===== config.mk =====
export PLATFORM = sky130hd
export DESIGN_NAME = adder_share_arbiter_flat
export DESIGN_NICKNAME = d
export VERILOG_FILES = /design/src/rtl/adder_pkg.sv /design/src/rtl/adder_share_arbiter_if.sv /design/src/rtl/brent_kung.sv /design/src/rtl/rr_arbiter.sv /design/src/rtl/adder_share_arbiter.sv /design/src/flat_wrapper.sv
export SDC_FILE = /design/constraint.sdc
export NUM_CORES = 1
export LEC_CHECK = 0
export BUFFER_PORTS_ARGS = -buffer_cell sky130_fd_sc_hd__buf_2
export CAP_MARGIN = 5
export CORE_MARGIN = 2
export CORE_UTILIZATION = 35
export DETAILED_ROUTE_END_ITERATION = 10
export PLACE_DENSITY = 0.7
export SLEW_MARGIN = 10
export SYNTH_ARGS = -nofsm -noshare
export SYNTH_HDL_FRONTEND = slang
export SYNTH_SLANG_ARGS = --single-unit

===== constraint.sdc =====
create_clock -name clk -period 6.25 [get_ports clk]
set_clock_uncertainty 0.05 [all_clocks]
set_input_delay 0.625 -clock clk [delete_from_list [all_inputs] [get_ports clk]]
set_output_delay 0.625 -clock clk [all_outputs]
set_load 0.01 [all_outputs]

===== src/rtl/adder_pkg.sv =====
// adder_pkg
//   Shared definitions for the shared-adder arbiter slice.
//   WIDTH     : operand width of the shared Brent_Kung adder.
//   state_e   : sequencer states (IDLE -> EXEC -> RESP).
//   id_width(): requester-ID width for a given requester count.
package adder_pkg;

    localparam int WIDTH = 16;

    typedef enum logic [1:0] {
        IDLE = 2'd0,
        EXEC = 2'd1,
        RESP = 2'd2
    } state_e;

    // A single requester still needs a 1-bit ID field.
    function automatic int id_width(input int n_req);
        return (n_req <= 2) ? 1 : $clog2(n_req);
    endfunction

endpackage


===== src/rtl/adder_share_arbiter_if.sv =====
// adder_share_arbiter_if
//   Request and response channels of the shared adder.
//   req_valid/req_ready : per-requester handshake (ready is one-hot or zero)
//   req_a/req_b         : per-requester operands, requester k in [k]
//   rsp_valid/rsp_ready : single response handshake
//   rsp_sum/rsp_carry   : WIDTH+1 bit result
//   rsp_id              : requester the result belongs to
//   master = requesters + response consumer, slave = arbiter.
interface adder_share_arbiter_if #(
    parameter int N_REQ = 4,
    parameter int WIDTH = 16,
    parameter int ID_W  = 2
);
    logic [N_REQ-1:0]            req_valid;
    logic [N_REQ-1:0]            req_ready;
    logic [N_REQ-1:0][WIDTH-1:0] req_a;
    logic [N_REQ-1:0][WIDTH-1:0] req_b;
    logic                        rsp_valid;
    logic                        rsp_ready;
    logic [WIDTH-1:0]            rsp_sum;
    logic                        rsp_carry;
    logic [ID_W-1:0]             rsp_id;

    modport master (
        output req_valid, req_a, req_b, rsp_ready,
        input  req_ready, rsp_valid, rsp_sum, rsp_carry, rsp_id
    );

    modport slave (
        input  req_valid, req_a, req_b, rsp_ready,
        output req_ready, rsp_valid, rsp_sum, rsp_carry, rsp_id
    );
endinterface


===== src/rtl/brent_kung.sv =====
// Brent_Kung
//   Combinational WIDTH-bit Brent-Kung prefix adder (WIDTH a power of two).
//   a, b  : operands
//   s     : sum
//   carry : carry-out
module Brent_Kung #(
    parameter int WIDTH = 16
) (
    input  logic [WIDTH-1:0] a,
    input  logic [WIDTH-1:0] b,
    output logic [WIDTH-1:0] s,
    output logic             carry
);
    localparam int LVL = $clog2(WIDTH);

    logic [WIDTH-1:0] g0, p0, gpre;

    // Up-sweep builds group generate/propagate at positions 2^(l+1)-1 mod
    // 2^(l+1); down-sweep fills the remaining positions from those anchors.
    // Updates are in place: within one level no merge target is also a
    // merge source, so the ordering inside a level does not matter.
    function automatic logic [WIDTH-1:0] prefix(input logic [WIDTH-1:0] gi,
                                                 input logic [WIDTH-1:0] pi);
        logic [WIDTH-1:0] g, p;
        g = gi;
        p = pi;
        for (int l = 0; l < LVL; l++) begin
            for (int i = 0; i < WIDTH; i++) begin
                if (((i + 1) % (2 << l)) == 0) begin
                    g[i] = g[i] | (p[i] & g[i-(1<<l)]);
                    p[i] = p[i] & p[i-(1<<l)];
                end
            end
        end
        // Down-sweep sources already hold full prefixes, so only g is needed.
        for (int l = LVL - 2; l >= 0; l--) begin
            for (int i = 0; i < WIDTH; i++) begin
                if ((((i + 1) % (2 << l)) == (1 << l)) && (i >= (2 << l))) begin
                    g[i] = g[i] | (p[i] & g[i-(1<<l)]);
                end
            end
        end
        return g;
    endfunction

    assign g0    = a & b;
    assign p0    = a ^ b;
    assign gpre  = prefix(g0, p0);
    assign s     = p0 ^ {gpre[WIDTH-2:0], 1'b0};
    assign carry = gpre[WIDTH-1];

endmodule


===== src/rtl/rr_arbiter.sv =====
// rr_arbiter
//   Combinational round-robin pick. Search starts one past last_grant and
//   wraps modulo N_REQ.
//   req        : request vector
//   last_grant : index granted on the previous accept
//   gnt        : one-hot grant (zero when no request)
//   gnt_idx    : encoded grant index
//   found      : any request present
module rr_arbiter #(
    parameter int N_REQ = 4,
    parameter int ID_W  = 2
) (
    input  logic [N_REQ-1:0] req,
    input  logic [ID_W-1:0]  last_grant,
    output logic [N_REQ-1:0] gnt,
    output logic [ID_W-1:0]  gnt_idx,
    output logic             found
);
    logic [ID_W-1:0] idx;

    function automatic logic [ID_W-1:0] wrap(input logic [ID_W-1:0] base,
                                             input int off);
        return ID_W'((int'(base) + off) % N_REQ);
    endfunction

    always_comb begin
        gnt     = '0;
        gnt_idx = '0;
        found   = 1'b0;
        idx     = '0;
        // Offset N_REQ lands back on last_grant: it is lowest priority.
        for (int k = 1; k <= N_REQ; k++) begin
            idx = wrap(last_grant, k);
            if (!found && req[idx]) begin
                found   = 1'b1;
                gnt_idx = idx;
            end
        end
        if (found) gnt[gnt_idx] = 1'b1;
    end

endmodule


===== src/rtl/adder_share_arbiter.sv =====
// adder_share_arbiter
//   Shares one Brent_Kung adder among N_REQ requesters. One transaction is
//   in flight at a time: accept (IDLE) -> add (EXEC) -> hold result (RESP).
//   clk   : rising-edge clock
//   rst_n : synchronous active-low reset
//   bus   : slave side of adder_share_arbiter_if (requests in, response out)
module adder_share_arbiter
    import adder_pkg::*;
#(
    parameter int N_REQ = 4,
    parameter int WIDTH = adder_pkg::WIDTH,
    parameter int ID_W  = id_width(N_REQ)
) (
    input  logic                 clk,
    input  logic                 rst_n,
    adder_share_arbiter_if.slave bus
);
    state_e           state_q, state_d;

    logic [N_REQ-1:0] gnt;
    logic [ID_W-1:0]  gnt_idx;
    logic             found;
    logic             accept;

    logic [ID_W-1:0]  last_grant;
    logic [WIDTH-1:0] op_a, op_b;
    logic [WIDTH-1:0] add_s;
    logic             add_c;
    logic [WIDTH-1:0] sum_q;
    logic             carry_q;
    logic [ID_W-1:0]  id_q;

    logic [N_REQ-1:0] req_ready_c;
    logic             rsp_valid_c;

    rr_arbiter #(
        .N_REQ (N_REQ),
        .ID_W  (ID_W)
    ) u_arb (
        .req        (bus.req_valid),
        .last_grant (last_grant),
        .gnt        (gnt),
        .gnt_idx    (gnt_idx),
        .found      (found)
    );

    // Operands come from registers and the result lands in registers, so
    // the adder gets a full cycle regardless of requester-side timing.
    Brent_Kung #(
        .WIDTH (WIDTH)
    ) u_add (
        .a     (op_a),
        .b     (op_b),
        .s     (add_s),
        .carry (add_c)
    );

    assign accept = (state_q == IDLE) && found;

    always_comb begin
        state_d     = state_q;
        req_ready_c = '0;
        rsp_valid_c = 1'b0;
        case (state_q)
            IDLE: begin
                req_ready_c = gnt;
                if (found) state_d = EXEC;
            end
            EXEC: state_d = RESP;
            RESP: begin
                rsp_valid_c = 1'b1;
                // Handshake returns to IDLE; next accept is a cycle later.
                if (bus.rsp_ready) state_d = IDLE;
            end
            default: state_d = IDLE;
        endcase
    end

    always_ff @(posedge clk) begin
        if (!rst_n) begin
            state_q    <= IDLE;
            op_a       <= '0;
            op_b       <= '0;
            sum_q      <= '0;
            carry_q    <= 1'b0;
            id_q       <= '0;
            last_grant <= ID_W'(N_REQ - 1);
        end else begin
            state_q <= state_d;
            if (accept) begin
                op_a       <= bus.req_a[gnt_idx];
                op_b       <= bus.req_b[gnt_idx];
                id_q       <= gnt_idx;
                last_grant <= gnt_idx;
            end
            if (state_q == EXEC) begin
                sum_q   <= add_s;
                carry_q <= add_c;
            end
        end
    end

    assign bus.req_ready = req_ready_c;
    assign bus.rsp_valid = rsp_valid_c;
    assign bus.rsp_sum   = sum_q;
    assign bus.rsp_carry = carry_q;
    assign bus.rsp_id    = id_q;

endmodule


===== src/flat_wrapper.sv =====
// flat-port wrapper written by rule: the top's interface ports become plain ports
module adder_share_arbiter_flat import adder_pkg::*;
#(
    parameter int N_REQ = 4,
    parameter int WIDTH = adder_pkg::WIDTH,
    parameter int ID_W  = id_width(N_REQ)
)
  (clk, rst_n, bus_req_valid, bus_req_a, bus_req_b, bus_rsp_ready, bus_req_ready, bus_rsp_valid, bus_rsp_sum, bus_rsp_carry, bus_rsp_id);
  adder_share_arbiter_if #(.N_REQ(N_REQ), .WIDTH(WIDTH), .ID_W(ID_W)) bus_i ();
  input  logic clk;
  input  logic rst_n;
  input wire logic [$bits(bus_i.req_valid)-1:0] bus_req_valid;
  input wire logic [$bits(bus_i.req_a)-1:0] bus_req_a;
  input wire logic [$bits(bus_i.req_b)-1:0] bus_req_b;
  input wire logic [$bits(bus_i.rsp_ready)-1:0] bus_rsp_ready;
  output wire logic [$bits(bus_i.req_ready)-1:0] bus_req_ready;
  output wire logic [$bits(bus_i.rsp_valid)-1:0] bus_rsp_valid;
  output wire logic [$bits(bus_i.rsp_sum)-1:0] bus_rsp_sum;
  output wire logic [$bits(bus_i.rsp_carry)-1:0] bus_rsp_carry;
  output wire logic [$bits(bus_i.rsp_id)-1:0] bus_rsp_id;
  assign bus_i.req_valid = bus_req_valid;
  assign bus_i.req_a = bus_req_a;
  assign bus_i.req_b = bus_req_b;
  assign bus_i.rsp_ready = bus_rsp_ready;
  assign bus_req_ready = bus_i.req_ready;
  assign bus_rsp_valid = bus_i.rsp_valid;
  assign bus_rsp_sum = bus_i.rsp_sum;
  assign bus_rsp_carry = bus_i.rsp_carry;
  assign bus_rsp_id = bus_i.rsp_id;
  adder_share_arbiter #(.N_REQ(N_REQ), .WIDTH(WIDTH), .ID_W(ID_W)) u_core (.clk(clk), .rst_n(rst_n), .bus(bus_i));
endmodule

==> flow_summary.toml, run 1 <==
[final_layout]
layout.cell_area.non_filler_sq_mm = 0.004587
layout.cells.non_filler = 650
area_growth_syn_to_layout_pct = 27.38
final_layout_size_suffix_gt1_share_pct = 40.47
antenna_cells = 0
seqCellArea_sq_mm = 0.001101
fillCellCount = 996
final_util_pct = 45.24
multiInputGateArea_sq_mm = 0.002310
total_number_of_nets_in_the_final_design = 671

[sta]
fin_tns_setup_ns = 0
final-setup-viol-count = 0
worst_slew_pin_slew_ns = 1.024
final.period_utilization_pct = 48.03
rsz_0062_raised_after_global_routing = "false"
hold_violations = 0
relSlewSlack_pct = 31.74
report.final.slew_viol_count = 0
fmax_mhz = 333.1
layout_min_cycle_time_ns = 3.002

[route]
ant_nets = 0
route.detailed.drc = 0
initial_drt_markers = 64
drt-vias-per-instance = 4.945
vias = 3214
avgRoutedWirePerCell_um = 14.11
drt_wl_total_um = 9169
dr.pass1.iters = 4

[floorplanning]
die-area_sq_mm = 0.01112
coreArea_sq_mm = 0.01014
num_rows = 37
die_height_um = 105.4
floorplan.die.width_um = 105.4
effective_utilization_at_floorplan_pct = 35.52
io_pins = 159

[global_route]
grt_pass1_vias = 3210
grt_util_met1_pct = 21.50
grtUsageMet3_pct = 3.711
grt_use_met2_pct = 27.88
antenna_found_initial = 0
largest_net_degree_at_the_start_of_global_routing = 57
grt.busiest_layer = "met2"
grt.total_usage_pct = 16.63
grt_pass1_wl_um = 15010
total_congestion_overflow_after_global_routing = 0

[synth]
seq_area_frac_synth_pct = 30.58
post_synthesis_async_set_or_reset_flop_share_pct = 0
syn-num-nets = 525
ys_top_cells_by_count = "sky130_fd_sc_hd__mux2i_1 (64), sky130_fd_sc_hd__nand2_1 (58), sky130_fd_sc_hd__dfxtp_1 (55)"
netlist_top_cells_area = "sky130_fd_sc_hd__dfxtp_1 (31%), sky130_fd_sc_hd__mux2i_1 (18%), sky130_fd_sc_hd__o221ai_2 (13%)"
synth_edf_count = 0
synth_cell_type_count = 43
synth-seq-cells = 55
dominantRegCellSynth = "sky130_fd_sc_hd__dfxtp_1"
synth_area_per_cell_sq_um = 9.812
syn-instance-count = 367
post-synth-top-count-cell = "sky130_fd_sc_hd__mux2i_1"
synth_largest_area_cell = "sky130_fd_sc_hd__dfxtp_1"
yosysWarnings = 0
post-synth-top-area-fraction_pct = 30.58
synth_area_sq_mm = 0.003601

[pwr]
clkPwrFrac_pct = 24.3
vdd_ir_drop_max_v = 0.0001395
leakage_nw = 2.073
switching_share_pct = 33.95
net_switching_uw = 394.5
internal_power_consumption_uw = 767.5
seq_power_share_pct = 39.1
comb_power_share_pct = 36.6
powerDensity_mw_per_mm2 = 253.3

[critical_path]
critPathRequiredTime_ns = 6.42
critical_path_buf_inv_count = 0
crit-reg2reg-launch = "u_core.op_b[0]$_SDFFE_PN0P_"
crit_path_start_kind = "flop"
crit_arrival_ns = 3.17
worstSetupStartpoint = "u_core.op_b[0]$_SDFFE_PN0P_"
cell_by_cell_listing_of_the_critical_path = "ha_1 > fa_1 > a21o_1 > a311o_1 > o21ai_0 > nand2b_1 > fa_1 > xnor2_1 > a211oi_1"
most_prevalent_standard_cell_on_the_critical_path = "sky130_fd_sc_hd__fa_1"
timing.setup.critical_path_class = "reg -> reg"
setup.worst_path.end_class = "flop"
worst_path_max_delay_cell = "sky130_fd_sc_hd__fa_1"
category_of_cells_accounting_for_the_largest_share_of_critical_path_delay = "compound AO/OA/AOI/OAI gates"
crit_path_max_fanout = 4
worst_path_max_stage_delay_ns = 0.44

[placed_design]
place.detailed.instances = 642
gpl.final_weighted_congestion = 0.7515
placedInstanceArea_sq_mm = 0.004451
buffer_ports.inserted = 158
place_hpwl_um = 7330

[hold_path]
hold_path_startpoint = "u_core.bus.rsp_sum[7]$_SDFFE_PN0N_"
min_path_type = "reg -> reg"

[clock_tree]
cts.repair_timing.setup_buffer_count = 0
tritoncts_num_sinks = 55
cts.hold.buffers_added = 0
cts_resized = 0
worst_skew_pair.late_latency_ns = 0.31
numCtsBuffers = 5
cts-root-buf = "sky130_fd_sc_hd__clkbuf_8"
clock_tree.htree_level_count = 2
clk_transition_reported_paths_ns = 0.10
tritoncts = "yes"
clk_path_buf_depth = 2

[flow_run]
drv_cap = 0

[outcome]
outcome = "complete, no violations"
## cell families (layout without fill, tap and decap cells)
family	Yosys count	count (layout)	synth area share [%]
AO/OA/AOI/OAI	80	80	22.13
AND/OR/NAND/NOR	102	102	12.61
XOR/XNOR	7	7	1.703
buffers and inverters	36	183	5.525
flip-flops	55	55	30.58
adder cells (fa/ha/maj)	23	23	9.659
multiplexers	64	64	17.79
## final cells by class
cell class                      count  area share (%)
Clock buffer                        5           1.500
Clock inverter                      3           1.473
Tap cell                          136           3.710
Inverter                           13           1.064
Sequential cell                    55           24.00
Timing Repair Buffer              162           17.89
Multi-Input combinational cell    276           50.35
## per-layer routing
metal,share of wire [%],wire length (um)
met3,6.1,562
met2,46,4225
met4,1.7,159
met5,0,0
met1,46,4223
## path summary, 6_finish.rpt
check	depth (start not counted)	slack, ns	end
hold reg to reg	2	0.40	u_core.bus.rsp_sum[7]$_SDFFE_PN0N_
setup / recovery	9	3.25	u_core.bus.rsp_sum[13]$_SDFFE_PN0N_
hold / removal	2	0.40	u_core.bus.rsp_sum[7]$_SDFFE_PN0N_
setup reg to reg	9	3.25	u_core.bus.rsp_sum[13]$_SDFFE_PN0N_
## through the flow
step	hold slack (ns)	total power [mW]	setup slack, ns
final	0.4026	1.162	3.248
after detailed placement	0.3945	0.8941	3.073
after CTS	0.4074	1.179	3.231
after global placement	0.3925	0.8797	3.157
after floorplan	0.3867	0.7645	3.566
after global routing	0.4325	1.243	3.028
## power groups by stage
stage	clock network (mW)	logic, mW	registers, mW
final	0.282	0.426	0.454
after global routing	0.304	0.477	0.462
after CTS	0.289	0.434	0.456
after detailed placement	0	0.430	0.464
after global placement	0	0.418	0.462
after floorplan	0	0.312	0.453
## flip-flops by register name, summed over array words and instances, names as in the netlist
| name | count |
|---|---|
| u_core.state_q | 2 |
| u_core.op_a | 16 |
| u_core.bus.rsp_id | 2 |
| u_core.bus.rsp_sum | 16 |
| u_core.last_grant | 2 |
| u_core.bus.rsp_carry | 1 |
| u_core.op_b | 16 |
## layout by cell type (no fill, tap or decap), types with 3 or more instances in the layout
cell / count
sky130_fd_sc_hd__fa_1: 8
sky130_fd_sc_hd__inv_1: 13
sky130_fd_sc_hd__xnor2_1: 7
sky130_fd_sc_hd__nand2b_1: 7
sky130_fd_sc_hd__buf_2: 158
sky130_fd_sc_hd__clkbuf_8: 5
sky130_fd_sc_hd__ha_1: 15
sky130_fd_sc_hd__nor2_1: 18
sky130_fd_sc_hd__a21oi_1: 20
sky130_fd_sc_hd__nor3_1: 3
sky130_fd_sc_hd__dfxtp_1: 55
sky130_fd_sc_hd__mux2i_1: 64
sky130_fd_sc_hd__nand2_1: 58
sky130_fd_sc_hd__buf_4: 4
sky130_fd_sc_hd__a211oi_1: 9
sky130_fd_sc_hd__o21ai_0: 6
sky130_fd_sc_hd__o221ai_2: 30
## worst reg2reg max path, cell delays in order, from the launching register on
cell                       delay [ns]
sky130_fd_sc_hd__dfxtp_1         0.35
sky130_fd_sc_hd__ha_1            0.22
sky130_fd_sc_hd__fa_1            0.44
sky130_fd_sc_hd__a21o_1          0.18
sky130_fd_sc_hd__a311o_1         0.41
sky130_fd_sc_hd__o21ai_0         0.29
sky130_fd_sc_hd__nand2b_1        0.13
sky130_fd_sc_hd__fa_1            0.44
sky130_fd_sc_hd__xnor2_1         0.14
sky130_fd_sc_hd__a211oi_1        0.25
No activity file was read; power rests on OpenSTA's default activity.
==> inputs of run 2 (changes only) <==
==> constraint.sdc (replaced) <==
create_clock -name clk -period 2.9 [get_ports clk]
set_clock_uncertainty 0.05 [all_clocks]
set_input_delay 0.29 -clock clk [delete_from_list [all_inputs] [get_ports clk]]
set_output_delay 0.29 -clock clk [all_outputs]
set_load 0.01 [all_outputs]
==> flow_summary.toml, run 2 (synthesis gave the netlist of run 1 again) <==
[outcome]
outcome = "complete, no violations"

[floorplanning]
die_height_um = 105.4
effective_utilization_at_floorplan_pct = 35.52
floorplan.die.width_um = 105.4
coreArea_sq_mm = 0.01014
io_pins = 159
die-area_sq_mm = 0.01112
num_rows = 37

[route]
avgRoutedWirePerCell_um = 14.31
route.detailed.drc = 0
vias = 3235
drt_wl_total_um = 9328
ant_nets = 0
initial_drt_markers = 83
drt-vias-per-instance = 4.962
dr.pass1.iters = 4

[sta]
final.period_utilization_pct = 93.90
hold_violations = 0
layout_min_cycle_time_ns = 2.723
report.final.slew_viol_count = 0
rsz_0062_raised_after_global_routing = "false"
relSlewSlack_pct = 55.11
worst_slew_pin_slew_ns = 0.6682
final-setup-viol-count = 0
fmax_mhz = 367.2

[placed_design]
gpl.final_weighted_congestion = 0.7842
buffer_ports.inserted = 158
place_hpwl_um = 7458

[final_layout]
layout_commonest_cell = "sky130_fd_sc_hd__buf_2"
final_cell_mix = "sky130_fd_sc_hd__buf_2 (158), sky130_fd_sc_hd__mux2i_1 (64), sky130_fd_sc_hd__nand2_1 (58)"
seqCellArea_sq_mm = 0.001101
total_number_of_nets_in_the_final_design = 673
area_growth_syn_to_layout_pct = 27.55
fillCellCount = 1005
final_util_pct = 45.30
final_layout_size_suffix_gt1_share_pct = 41.28
antenna_cells = 0
multiInputGateArea_sq_mm = 0.002320

[global_route]
antenna_found_initial = 0
total_congestion_overflow_after_global_routing = 0
grt_pass1_wl_um = 15250
grt.total_usage_pct = 16.98
largest_net_degree_at_the_start_of_global_routing = 67
grt_pass1_vias = 3228

[critical_path]
timing.setup.critical_path_class = "reg -> reg"
worst_path_max_stage_delay_ns = 0.44
crit_path_start_kind = "flop"
critPathCapture = "u_core.bus.rsp_sum[15]$_SDFFE_PN0N_"
r2r_end = "u_core.bus.rsp_sum[15]$_SDFFE_PN0N_"
cp.depth = 9
worst_path_max_delay_cell = "sky130_fd_sc_hd__fa_1"
crit_path_max_fanout = 4
setup.worst_path.end_class = "flop"
category_of_cells_accounting_for_the_largest_share_of_critical_path_delay = "adder cells"
crit_arrival_ns = 2.91
crit-reg2reg-launch = "u_core.op_b[0]$_SDFFE_PN0P_"
critical_path_buf_inv_count = 0
worstSetupStartpoint = "u_core.op_b[0]$_SDFFE_PN0P_"
critPathRequiredTime_ns = 3.08
r2r_worst_path_depth = 9
ff2ff_setup_slack_ns = 0.18
cell_by_cell_listing_of_the_critical_path = "ha_1 > fa_2 > a21o_1 > a311o_1 > o21ai_2 > a21oi_1 > fa_1 > xnor2_1 > a211oi_1"

[clock_tree]
worst_skew_pair.late_latency_ns = 0.32
cts-root-buf = "sky130_fd_sc_hd__clkbuf_8"
clk_path_buf_depth = 2
tritoncts_num_sinks = 55
numCtsBuffers = 5
tritoncts = "yes"
cts.repair_timing.setup_buffer_count = 0
clock_tree.htree_level_count = 2
clk_transition_reported_paths_ns = 0.11

[flow_run]
drv_cap = 0

[hold_path]
min_path_type = "in -> reg"

[pwr]
vdd_ir_drop_max_v = 0.0002626
powerDensity_mw_per_mm2 = 511.9
power_mw = 2.351
leakage_nw = 2.067
run 2: power by group:
part / leakage [nW] / total (mW) / internal (mW) / switching, mW
sequential: 0.453 / 0.975 / 0.878 / 0.0967
combinational: 1.57 / 0.931 / 0.440 / 0.491
clock: 0.0408 / 0.445 / 0.173 / 0.272
run 2: per-layer routing:
metal  GRT usage (%)  routed length, um  vias up  share of wire (%)
met5               0                  0        -                  0
li1                -                  -     1633                  -
met2           29.26               4433      106                 48
met3           2.783                520        7                5.6
met4           3.714                 75        0               0.80
met1           22.26               4299     1489                 46
run 2: what timing repair did:
action                                  in CTS  in global routing
endpoints found under the setup margin       3                  4
resized for setup                            3                  2
pin swaps                                    0                  4
gates cloned                                 0                  0
hold buffers                                 0                  0
run 2: layout make-up:
cell class              count  area share [%]
clock buffers               5           1.498
clock inverters             3          0.5176
inverters                  13           1.062
multi-input cells         276           50.50
flip-flops and latches     55           23.97
well taps                 136           3.705
repair buffers            164           18.74
run 2: how the worst min path moves through the flow:
| stage | slack [ns] | cells after the start | start | endpoint |
|---|---|---|---|---|
| 3_5_place_dp | 0.40 | 2 | u_core.bus.rsp_sum[8]$_SDFFE_PN0N_ | u_core.bus.rsp_sum[8]$_SDFFE_PN0N_ |
| 2_1_floorplan | 0.31 | 1 | rst_n | u_core.last_grant[1]$_SDFFE_PN1P_ |
| 6_report | 0.17 | 2 | rst_n | u_core.last_grant[1]$_SDFFE_PN1P_ |
| 3_3_place_gp | 0.39 | 2 | u_core.bus.rsp_sum[3]$_SDFFE_PN0N_ | u_core.bus.rsp_sum[3]$_SDFFE_PN0N_ |
| 4_1_cts | 0.16 | 2 | rst_n | u_core.last_grant[1]$_SDFFE_PN1P_ |
| 5_1_grt | 0.17 | 2 | rst_n | u_core.last_grant[1]$_SDFFE_PN1P_ |
run 2: through the flow:
step,TNS (ns),cell area (sq um),setup slack (ns),cells,hold WS [ns]
detailed placement,-0.1695,4491,-0.07639,644,0.3970
finish,0,4593,0.1769,652,0.1672
floorplan,0,3601,0.2164,367,0.3118
global route,0,4593,0.01019,652,0.1665
CTS,0,4587,0.01872,652,0.1571
global placement,0,4491,0.04190,644,0.3911
